$ cat src/rtl/hazard_scoreboard.sv
`default_nettype none
// ============================================================================
// Module      : hazard_scoreboard
// Description : Stall/forward controller for the pipelined MIPS core. Tracks
//               destination, write-enable and Tnew of every in-flight stage
//               after D and compares them with the D-stage Tuse values to
//               produce the stall and the D-stage forward selects.
//               Optional multiply/divide busy counter, enabled by defining
//               the macro HAZARD_MD_EN.
// Revision    : 1.0  initial release
// ============================================================================
module hazard_scoreboard #(
   parameter int NSTAGE  = 3,
   parameter int TW      = 3,
   parameter int AW      = 5,
   parameter int MUL_CYC = 5,
   parameter int DIV_CYC = 10
) (
   input  logic                          clk,
   input  logic                          reset,
   input  logic [AW-1:0]                 d_rs,
   input  logic [AW-1:0]                 d_rt,
   input  logic [TW-1:0]                 d_tuse_rs,
   input  logic [TW-1:0]                 d_tuse_rt,
   input  logic [AW-1:0]                 d_a3,
   input  logic                          d_regwrite,
   input  logic [TW-1:0]                 d_tnew,
   input  logic                          d_md_start,
   input  logic                          d_md_div,
   input  logic                          d_md_use,
   output logic                          stall,
   output logic [$clog2(NSTAGE+1)-1:0]   fwd_rs_d,
   output logic [$clog2(NSTAGE+1)-1:0]   fwd_rt_d,
   output logic                          md_busy
);

   localparam int FW = $clog2(NSTAGE+1);

   // Scoreboard entries; index 0 is the E stage, higher indices are older.
   logic [AW-1:0] r_a3   [NSTAGE];
   logic          r_we   [NSTAGE];
   logic [TW-1:0] r_tnew [NSTAGE];

   logic          w_rs_hit, w_rt_hit;
   logic [TW-1:0] w_rs_tnew, w_rt_tnew;
   logic [FW-1:0] w_rs_sel, w_rt_sel;
   logic          w_reg_stall;
   logic          w_md_stall;
   logic          w_stall;

   // Youngest-match search: iterate old to young so the lowest index wins.
   always_comb begin
      w_rs_hit  = 1'b0;
      w_rt_hit  = 1'b0;
      w_rs_tnew = '0;
      w_rt_tnew = '0;
      w_rs_sel  = '0;
      w_rt_sel  = '0;
      for (int k = NSTAGE-1; k >= 0; k--) begin
         if (d_rs != '0 && r_we[k] && r_a3[k] == d_rs) begin
            w_rs_hit  = 1'b1;
            w_rs_tnew = r_tnew[k];
            w_rs_sel  = FW'(k+1);
         end
         if (d_rt != '0 && r_we[k] && r_a3[k] == d_rt) begin
            w_rt_hit  = 1'b1;
            w_rt_tnew = r_tnew[k];
            w_rt_sel  = FW'(k+1);
         end
      end
   end

   // Stall when the needed value arrives later than D must consume it;
   // forward only when the youngest producer already holds the result.
   always_comb begin
      w_reg_stall = (w_rs_hit && (d_tuse_rs < w_rs_tnew)) ||
                    (w_rt_hit && (d_tuse_rt < w_rt_tnew));
      w_stall     = w_reg_stall || w_md_stall;
      stall       = w_stall;
      fwd_rs_d    = (w_rs_hit && w_rs_tnew == '0) ? w_rs_sel : '0;
      fwd_rt_d    = (w_rt_hit && w_rt_tnew == '0) ? w_rt_sel : '0;
   end

   // Pipeline the scoreboard: D enters entry 0 (bubble on stall), older
   // entries shift down with Tnew saturating at zero.
   always_ff @(posedge clk or posedge reset) begin
      if (reset) begin
         for (int k = 0; k < NSTAGE; k++) begin
            r_a3[k]   <= '0;
            r_we[k]   <= 1'b0;
            r_tnew[k] <= '0;
         end
      end else begin
         if (w_stall) begin
            r_a3[0]   <= '0;
            r_we[0]   <= 1'b0;
            r_tnew[0] <= '0;
         end else begin
            r_a3[0]   <= d_a3;
            r_we[0]   <= d_regwrite && (d_a3 != '0);
            r_tnew[0] <= d_tnew;
         end
         for (int k = 1; k < NSTAGE; k++) begin
            r_a3[k]   <= r_a3[k-1];
            r_we[k]   <= r_we[k-1];
            r_tnew[k] <= (r_tnew[k-1] == '0) ? '0 : r_tnew[k-1] - TW'(1);
         end
      end
   end

`ifdef HAZARD_MD_EN
   localparam int MD_MAX = (DIV_CYC > MUL_CYC) ? DIV_CYC : MUL_CYC;
   localparam int CW     = $clog2(MD_MAX+1);

   logic [CW-1:0] r_md_cnt;

   // Multiply/divide busy counter: load on an accepted start, else count down.
   always_ff @(posedge clk or posedge reset) begin
      if (reset) begin
         r_md_cnt <= '0;
      end else if (d_md_start && !w_stall) begin
         r_md_cnt <= d_md_div ? CW'(DIV_CYC) : CW'(MUL_CYC);
      end else if (r_md_cnt != '0) begin
         r_md_cnt <= r_md_cnt - CW'(1);
      end
   end

   assign w_md_stall = d_md_use && (r_md_cnt != '0);
   assign md_busy    = (r_md_cnt != '0);
`else
   // Without the md unit the md inputs carry no meaning.
   logic w_unused_md;
   assign w_unused_md = d_md_start ^ d_md_div ^ d_md_use;
   assign w_md_stall  = 1'b0;
   assign md_busy     = 1'b0;
`endif

endmodule
`default_nettype wire

$ cat config.mk
export PLATFORM = sky130hd
export DESIGN_NAME = hazard_scoreboard
export DESIGN_NICKNAME = d
export VERILOG_FILES = /design/src/rtl/hazard_scoreboard.sv
export SDC_FILE = /design/constraint.sdc
export NUM_CORES = 1
export LEC_CHECK = 0
export ABC_AREA = 1
export BUFFER_PORTS_ARGS = -buffer_cell sky130_fd_sc_hd__buf_4
export CAP_MARGIN = 25
export CORE_AREA = 2 2 75 77
export CTS_BUF_LIST = sky130_fd_sc_hd__clkbuf_16
export CTS_CLUSTER_DIAMETER = 80
export CTS_CLUSTER_SIZE = 8
export DETAILED_ROUTE_END_ITERATION = 16
export DIE_AREA = 0 0 77 79
export PLACE_DENSITY_LB_ADDON = 0.1
export SLEW_MARGIN = 10
export SYNTH_ARGS = -nofsm -noshare
export SYNTH_HDL_FRONTEND = slang
export SYNTH_SLANG_ARGS = --single-unit
$ cat constraint.sdc
create_clock -name clk -period 2.8 [get_ports clk]
set_input_delay 0.14 -clock clk [delete_from_list [all_inputs] [get_ports clk]]
set_output_delay 0.14 -clock clk [all_outputs]
set_load 0.01 [all_outputs]
### After elaboration in Yosys (flattened, before gate mapping)

Cells that the tools add are included.

* order comparisons: 2
* equality and inequality tests: 6
* reduce and logical (&&, ||, !) cells: 25
* muxes and demuxes: 25
* add/sub/neg operators: 2

Operators by type and width (count)
* $eq 5x5->1: 6
* $mux 3: 9
* $logic_and 1x1->1: 17
* $mux 2: 8
* $reduce_bool 5->1: 3
* $logic_not 3->1: 4
* $mux 1: 7
* $lt 3x3->1: 2
* $sub 3x1->3 const B: 2
* $mux 5: 1
* $logic_or 1x1->1: 1

* bits in registers: 27
* output and inout port bits: 6
* bits of input ports: 30
* word-level logic and storage cells: 69

### Logic depth before layout (Yosys ltp)

* depth after elaboration: 10
* depth in mapped cells: 17
* depth with buffers taken out: 17

### Least setup slack after synthesis

OpenSTA, ideal clock, no wires.

* path type: register to register
* start: register r_a3[7] (netlist bit)
* end: register r_we[2] (netlist bit)
* path buffers: 0
* period minus slack after synthesis: 1969 ps
* library setup time: 122 ps
* stages on the path, launching flop included: 14
* slack: 831 ps
* required time: 2678 ps
* arrival time: 1847 ps
* path through: dfrtp_1 -> xnor2_1 -> nand2_2 -> nor2_4 -> nand2_2 -> o21ai_0 -> o22ai_1 -> ha_1 -> a21oi_1 -> nand2_1 -> inv_2 -> nand2_4 -> nand2_8 -> nor2_2

* cells in the longest elaborated chain, start to end: 8
* elaborated cells between the ends (all ways): 18
* those cells by class: 2 x order compare; 2 x eq/ne; 9 x mux; 5 x reduce/logical

Ends and longest elaborated chain
* start, declared: RTL line 40 `logic [AW-1:0] r_a3 [NSTAGE];`
* start signal, assigned by index: RTL line 104 `r_a3[k] <= r_a3[k-1];`
* $eq 5x5->1, on equally long branches: RTL line 60, 65
* $logic_and 1x1->1, on equally long branches: RTL line 60, 65
* $mux 3, on equally long branches (2 in series): RTL line 60, 65
* $lt 3x3->1, on equally long branches: RTL line 76, 77
* $logic_and 1x1->1, on equally long branches: RTL line 76, 77
* $logic_or 1x1->1 *: RTL line 76 `w_reg_stall = (w_rs_hit && (d_tuse_rs < w_rs_tnew)) ||`
* via stall: RTL line 31 `output logic stall,`
* $mux 1 *: RTL line 94 `if (w_stall) begin`
* end signal, assigned by index: RTL line 105 `r_we[k] <= r_we[k-1];`
* end, declared: RTL line 41 `logic r_we [NSTAGE];`

Mark *: on every way through the listed nets, which the timed path passes. The rest lies on a longest branch.

### Worst setup path after layout

* start: register r_a3[8] (netlist bit)
* end: output port stall

* cells in the longest elaborated chain, start to end: 7
* elaborated cells between the ends (all ways): 17
* those cells by class: 2 x order compare; 2 x eq/ne; 8 x mux; 5 x reduce/logical

Ends and longest elaborated chain (RTL line)
* $eq 5x5->1, on equally long branches: 60, 65
* $logic_and 1x1->1, on equally long branches: 60, 65
* $mux 3, on equally long branches (2 in series): 60, 65
* $lt 3x3->1, on equally long branches: 76, 77
* $logic_and 1x1->1, on equally long branches: 76, 77
* $logic_or 1x1->1 *: 76
* end, declared: 31

Mark *: on every way between the ends. The rest lies on a longest branch, timed or not.

==> impl_table.tex <==
\begin{tabular}{lr}
\hline
Metric & Value \\
\hline
\multicolumn{2}{l}{\textbf{Power}} \\
\quad Total Power & 0.001027 W \\
\quad Switching share of power & 30.64\% \\
\quad Switching power total & 0.0003147 W \\
\quad Total power divided by cell area & 420.5 nW/µm² \\
\quad IR drop worst, VDD & 196.5 µV \\
\quad P\_int & 0.0007123 W \\
\quad Combinational share of power & 22.2\% \\
\quad Clk pwr share & 33.8\% \\
\quad Sequential power share & 44.0\% \\
\quad Leakage dissipation & 1.267 nW \\
\multicolumn{2}{l}{\textbf{GRT}} \\
\quad Antenna violations before repair & 0 \\
\quad First-pass GRT wire length & 7.514 mm \\
\quad Final global-route overflow total & 0 \\
\quad Number of global-route vias before repair & 1,605 \\
\quad GRT Total Usage & 15.66\% \\
\quad Maximum number of pins on one net before global-route repair & 18 \\
\multicolumn{2}{l}{\textbf{Layout}} \\
\quad Area growth, synth to finish & 23.15\% \\
\quad Share of cells above drive strength 1 & 31.43\% \\
\quad Nets & 354 \\
\quad End-of-flow core utilization & 45.76\% \\
\quad Diode insertion count for antenna repair & 0 \\
\quad Layout filler cell count & 590 \\
\multicolumn{2}{l}{\textbf{Synth}} \\
\quad Gate count of the mapped netlist & 278 \\
\quad Leading area contributor after synthesis & dfrtp\_1 \\
\quad Area share of the largest cell type after synthesis & 34.07\% \\
\quad Synth Cell Area & 1983 µm² \\
\quad Netlist cell types & 29 \\
\quad Sequential area share after synthesis & 34.07\% \\
\quad Post-synthesis area per instance & 7.134 µm² \\
\quad FFs w/ async S/R, synth & 100.0\% \\
\quad Count of flip-flops with a built-in enable after synthesis & 0 \\
\quad Flops \& latches, synth & 27 \\
\quad Area contributors post-synth & dfrtp\_1 (34\%), nand2\_1 (15\%), inv\_1 (7.4\%), ha\_1 (5.0\%), nor2\_4 (4.5\%) \\
\quad Syn nets & 316 \\
\quad Number of warnings printed during yosys synthesis & 0 \\
\quad Main synth FF type & dfrtp\_1 \\
\multicolumn{2}{l}{\textbf{Flow run}} \\
\quad Max-cap viol count & 0 \\
\multicolumn{2}{l}{\textbf{Clock network}} \\
\quad TritonCTS clock tree & yes \\
\quad Clk\_lat worst skew & 270 ps \\
\quad Max Root-Sink Buffers & 2 \\
\quad Post-CTS clock slew at the launch and capture registers of the worst setup and hold paths & 70 ps \\
\quad Clock root buffer & clkbuf\_16 \\
\quad Clock sink count & 27 \\
\quad Number of levels in the clock H-tree & 1 \\
\quad Cts bufs inserted & 3 \\
\multicolumn{2}{l}{\textbf{Critical path}} \\
\quad List of cells traversed by the critical path & inv\_1 > nand2\_1 > nand2\_1 > clkinv\_1 > nand2\_2 > nor2\_4 > nand2\_2 > o21ai\_0 > o22ai\_2 > ha\_1 > a21oi\_1 > nand2\_1 > inv\_2 > nand2\_4 > nand2\_8 > buf\_4 \\
\quad Slowest library cell on the worst path & dfrtp\_1 \\
\quad Cell family contributing the most delay on the critical path & simple AND/OR/NAND/NOR gates \\
\quad Worst path arrival time & 2430 ps \\
\quad Buf+Inv Stages, Crit Path & 4 \\
\quad Critical Path Fanout Max & 10 \\
\quad Critical Setup Path Class & flip-flop to output pin \\
\quad Worst setup SP type & flip-flop \\
\quad Data required time of the worst path & 2660 ps \\
\quad Cell with the most instances on the worst path & nand2\_1 \\
\quad Slowest cell delay on critical path & 410 ps \\
\quad Critical Path Sink Type & output pin \\
\multicolumn{2}{l}{\textbf{Place}} \\
\quad Setup Slack @ Placement & 432.3 ps \\
\quad Buffers on Ports & 31 \\
\quad Post-DP HPWL & 3.549 mm \\
\quad Routability congestion estimate from global placement & 0.7772 \\
\multicolumn{2}{l}{\textbf{Detailed routing}} \\
\quad First DRT Iteration DRCs & 58 \\
\quad Detailed-route DRC error count & 0 \\
\quad Mean routed wirelength per cell & 10.96 µm \\
\quad Number of vias per cell & 4.421 \\
\quad First-pass DRT Iterations & 5 \\
\quad Number of antenna-violating nets in the routed design & 0 \\
\quad Post-detailed-routing wire length & 4.242 mm \\
\quad Vias & 1,711 \\
\multicolumn{2}{l}{\textbf{Floorplan}} \\
\quad Initial Util & 37.15\% \\
\quad Row Count & 27 \\
\quad Die area & 6083 µm² \\
\quad Height of the die & 79 µm \\
\quad Core region area & 5338 µm² \\
\quad Die width & 77 µm \\
\quad Number of top-level design ports & 36 \\
\multicolumn{2}{l}{\textbf{Timing}} \\
\quad Period utilisation layout & 91.74\% \\
\quad Max Freq & 389.3 MHz \\
\quad Final Skew & 3.090 ps \\
\quad Number of max-slew violations in the final report & 0 \\
\quad Setup TNS after final layout & 0 ps \\
\quad Worst slew margin & 63.56\% \\
\quad Final hold vios & 0 \\
\quad PnR worst setup slack & 231.4 ps \\
\quad Unrepaired setup endpoints after global routing & no \\
\quad Final critical path time including I/O delays and setup & 2569 ps \\
\quad Slew @ Worst Pin & 546.0 ps \\
\quad Finish-stage setup viols & 0 \\
\multicolumn{2}{l}{\textbf{Run status}} \\
\quad Outcome & finished, final reports clean \\
\multicolumn{2}{l}{\textbf{Worst hold path}} \\
\quad Worst min-delay path class & input pin to flip-flop \\
\hline
\end{tabular}
[cell type report]
type / count / area [µm²] / area share [%]
Clock buffer: 3 / 75.07 / 3.074
Clock inverter: 1 / 8.758 / 0.3586
Inverter: 56 / 210.2 / 8.607
Multi-Input combinational cell: 194 / 1105 / 45.24
Sequential cell: 27 / 675.6 / 27.66
Tap cell: 72 / 90.09 / 3.689
Timing Repair Buffer: 34 / 277.8 / 11.37
[registers in the layout, indices dropped and copies added, names as in the netlist]
| register | count |
|---|---|
| r_a3 | 15 |
| r_tnew | 9 |
| r_we | 3 |
[path summary, 6_finish.rpt]
check / from / endpoint / slack (ps) / depth (start not counted)
worst min register to register: r_we[1]$_DFF_PP0_ / r_we[0]$_DFF_PP0_ / 370 / 0
min in group asynchronous: reset / r_tnew[2]$_DFF_PP0_ / 470 / 3
max in group asynchronous: reset / r_a3[9]$_DFF_PP0_ / 1860 / 4
worst max register to register: r_a3[8]$_DFF_PP0_ / r_a3[12]$_DFF_PP0_ / 620 / 16
worst min-delay path: d_tnew[0] / r_tnew[6]$_DFF_PP0_ / 90 / 3
worst max-delay path: r_a3[8]$_DFF_PP0_ / stall / 230 / 16
[cell usage after synthesis (2+ instances only)]
cell type,instances
nand3_1,7
dfrtp_1,27
a21oi_1,5
o21ai_1,5
nor3_2,4
nand2_2,12
nor2_2,10
nand3_2,2
xor2_1,2
nand2_4,2
nor2_4,8
nand4_1,4
clkinv_1,2
nor2_1,22
inv_2,15
inv_1,39
or2_1,2
nand2_1,80
ha_1,8
o21ai_0,9
o22ai_1,3
a21oi_2,3
[power by group through the flow]
stage | clock (W) | sequential (W) | combinational (W)
3_3_place_gp | 0 | 0.000459 | 0.000221
4_1_cts | 0.000364 | 0.000451 | 0.000231
2_1_floorplan | 0 | 0.000449 | 0.000156
6_report | 0.000347 | 0.000451 | 0.000228
5_1_grt | 0.000374 | 0.000457 | 0.000264
3_5_place_dp | 0 | 0.000459 | 0.000229
[cell families after synthesis]
| group | after synthesis | synth area share (%) |
|---|---|---|
| buffers and inverters | 57 | 10.98 |
| xor gates and xnor gates | 3 | 1.325 |
| and+or+nand+nor | 155 | 40.50 |
| DFF | 27 | 34.07 |
| other | 1 | 0.1891 |
| adders and majority gates | 8 | 5.048 |
| AOI/OAI and AO/OA | 27 | 7.886 |
[layout by cell type (no fill, tap or decap), drive strengths merged, types with 3 or more instances in the layout]
cell type and n:
inv 55, nor3 4, nor2 40, clkbuf 3, o22ai 3, a21oi 8
ha 8, dfrtp 27, nand2 95, nand3 10, o21ai 15, buf 33
nand4 4
[repair_timing]
action                                  CTS  global route
hold buffers                              1             0
endpoints found under the setup margin    0             1
buffers inserted                          0             1
endpoints found under the hold margin    11             0
resized for setup                         0             3
[metal layers]
layer / vias up / global-route usage [%] / routed length [µm]
met3: 5 / 2.841 / 200
met5: - / 0 / 0
met2: 31 / 25.35 / 1955
met4: 0 / 3.214 / 37
li1: 910 / - / -
met1: 765 / 22.05 / 2049
[worst reg2reg max path: stages, from the launching register on]
cell and delay, ps:
dfrtp_1 410, inv_1 80, nand2_1 70, nand2_1 50, clkinv_1 50, nand2_2 60, nor2_4 120, nand2_2 100
o21ai_0 190, o22ai_2 130, ha_1 300, a21oi_1 130, nand2_1 80, inv_2 70, nand2_4 70, nand2_8 110
nor2_2 50
[stage by stage]
| step | instance area, µm² | hold WS (ps) | instances |
|---|---|---|---|
| floorplan | 1983 | 192.7 | 278 |
| global placement | 2298 | 358.6 | 380 |
| detailed placement | 2326 | 228.4 | 381 |
| CTS | 2420 | 82.07 | 386 |
| global route | 2442 | 89.33 | 387 |
| finish | 2442 | 91.81 | 387 |
No activity file was read; power rests on OpenSTA's default activity.
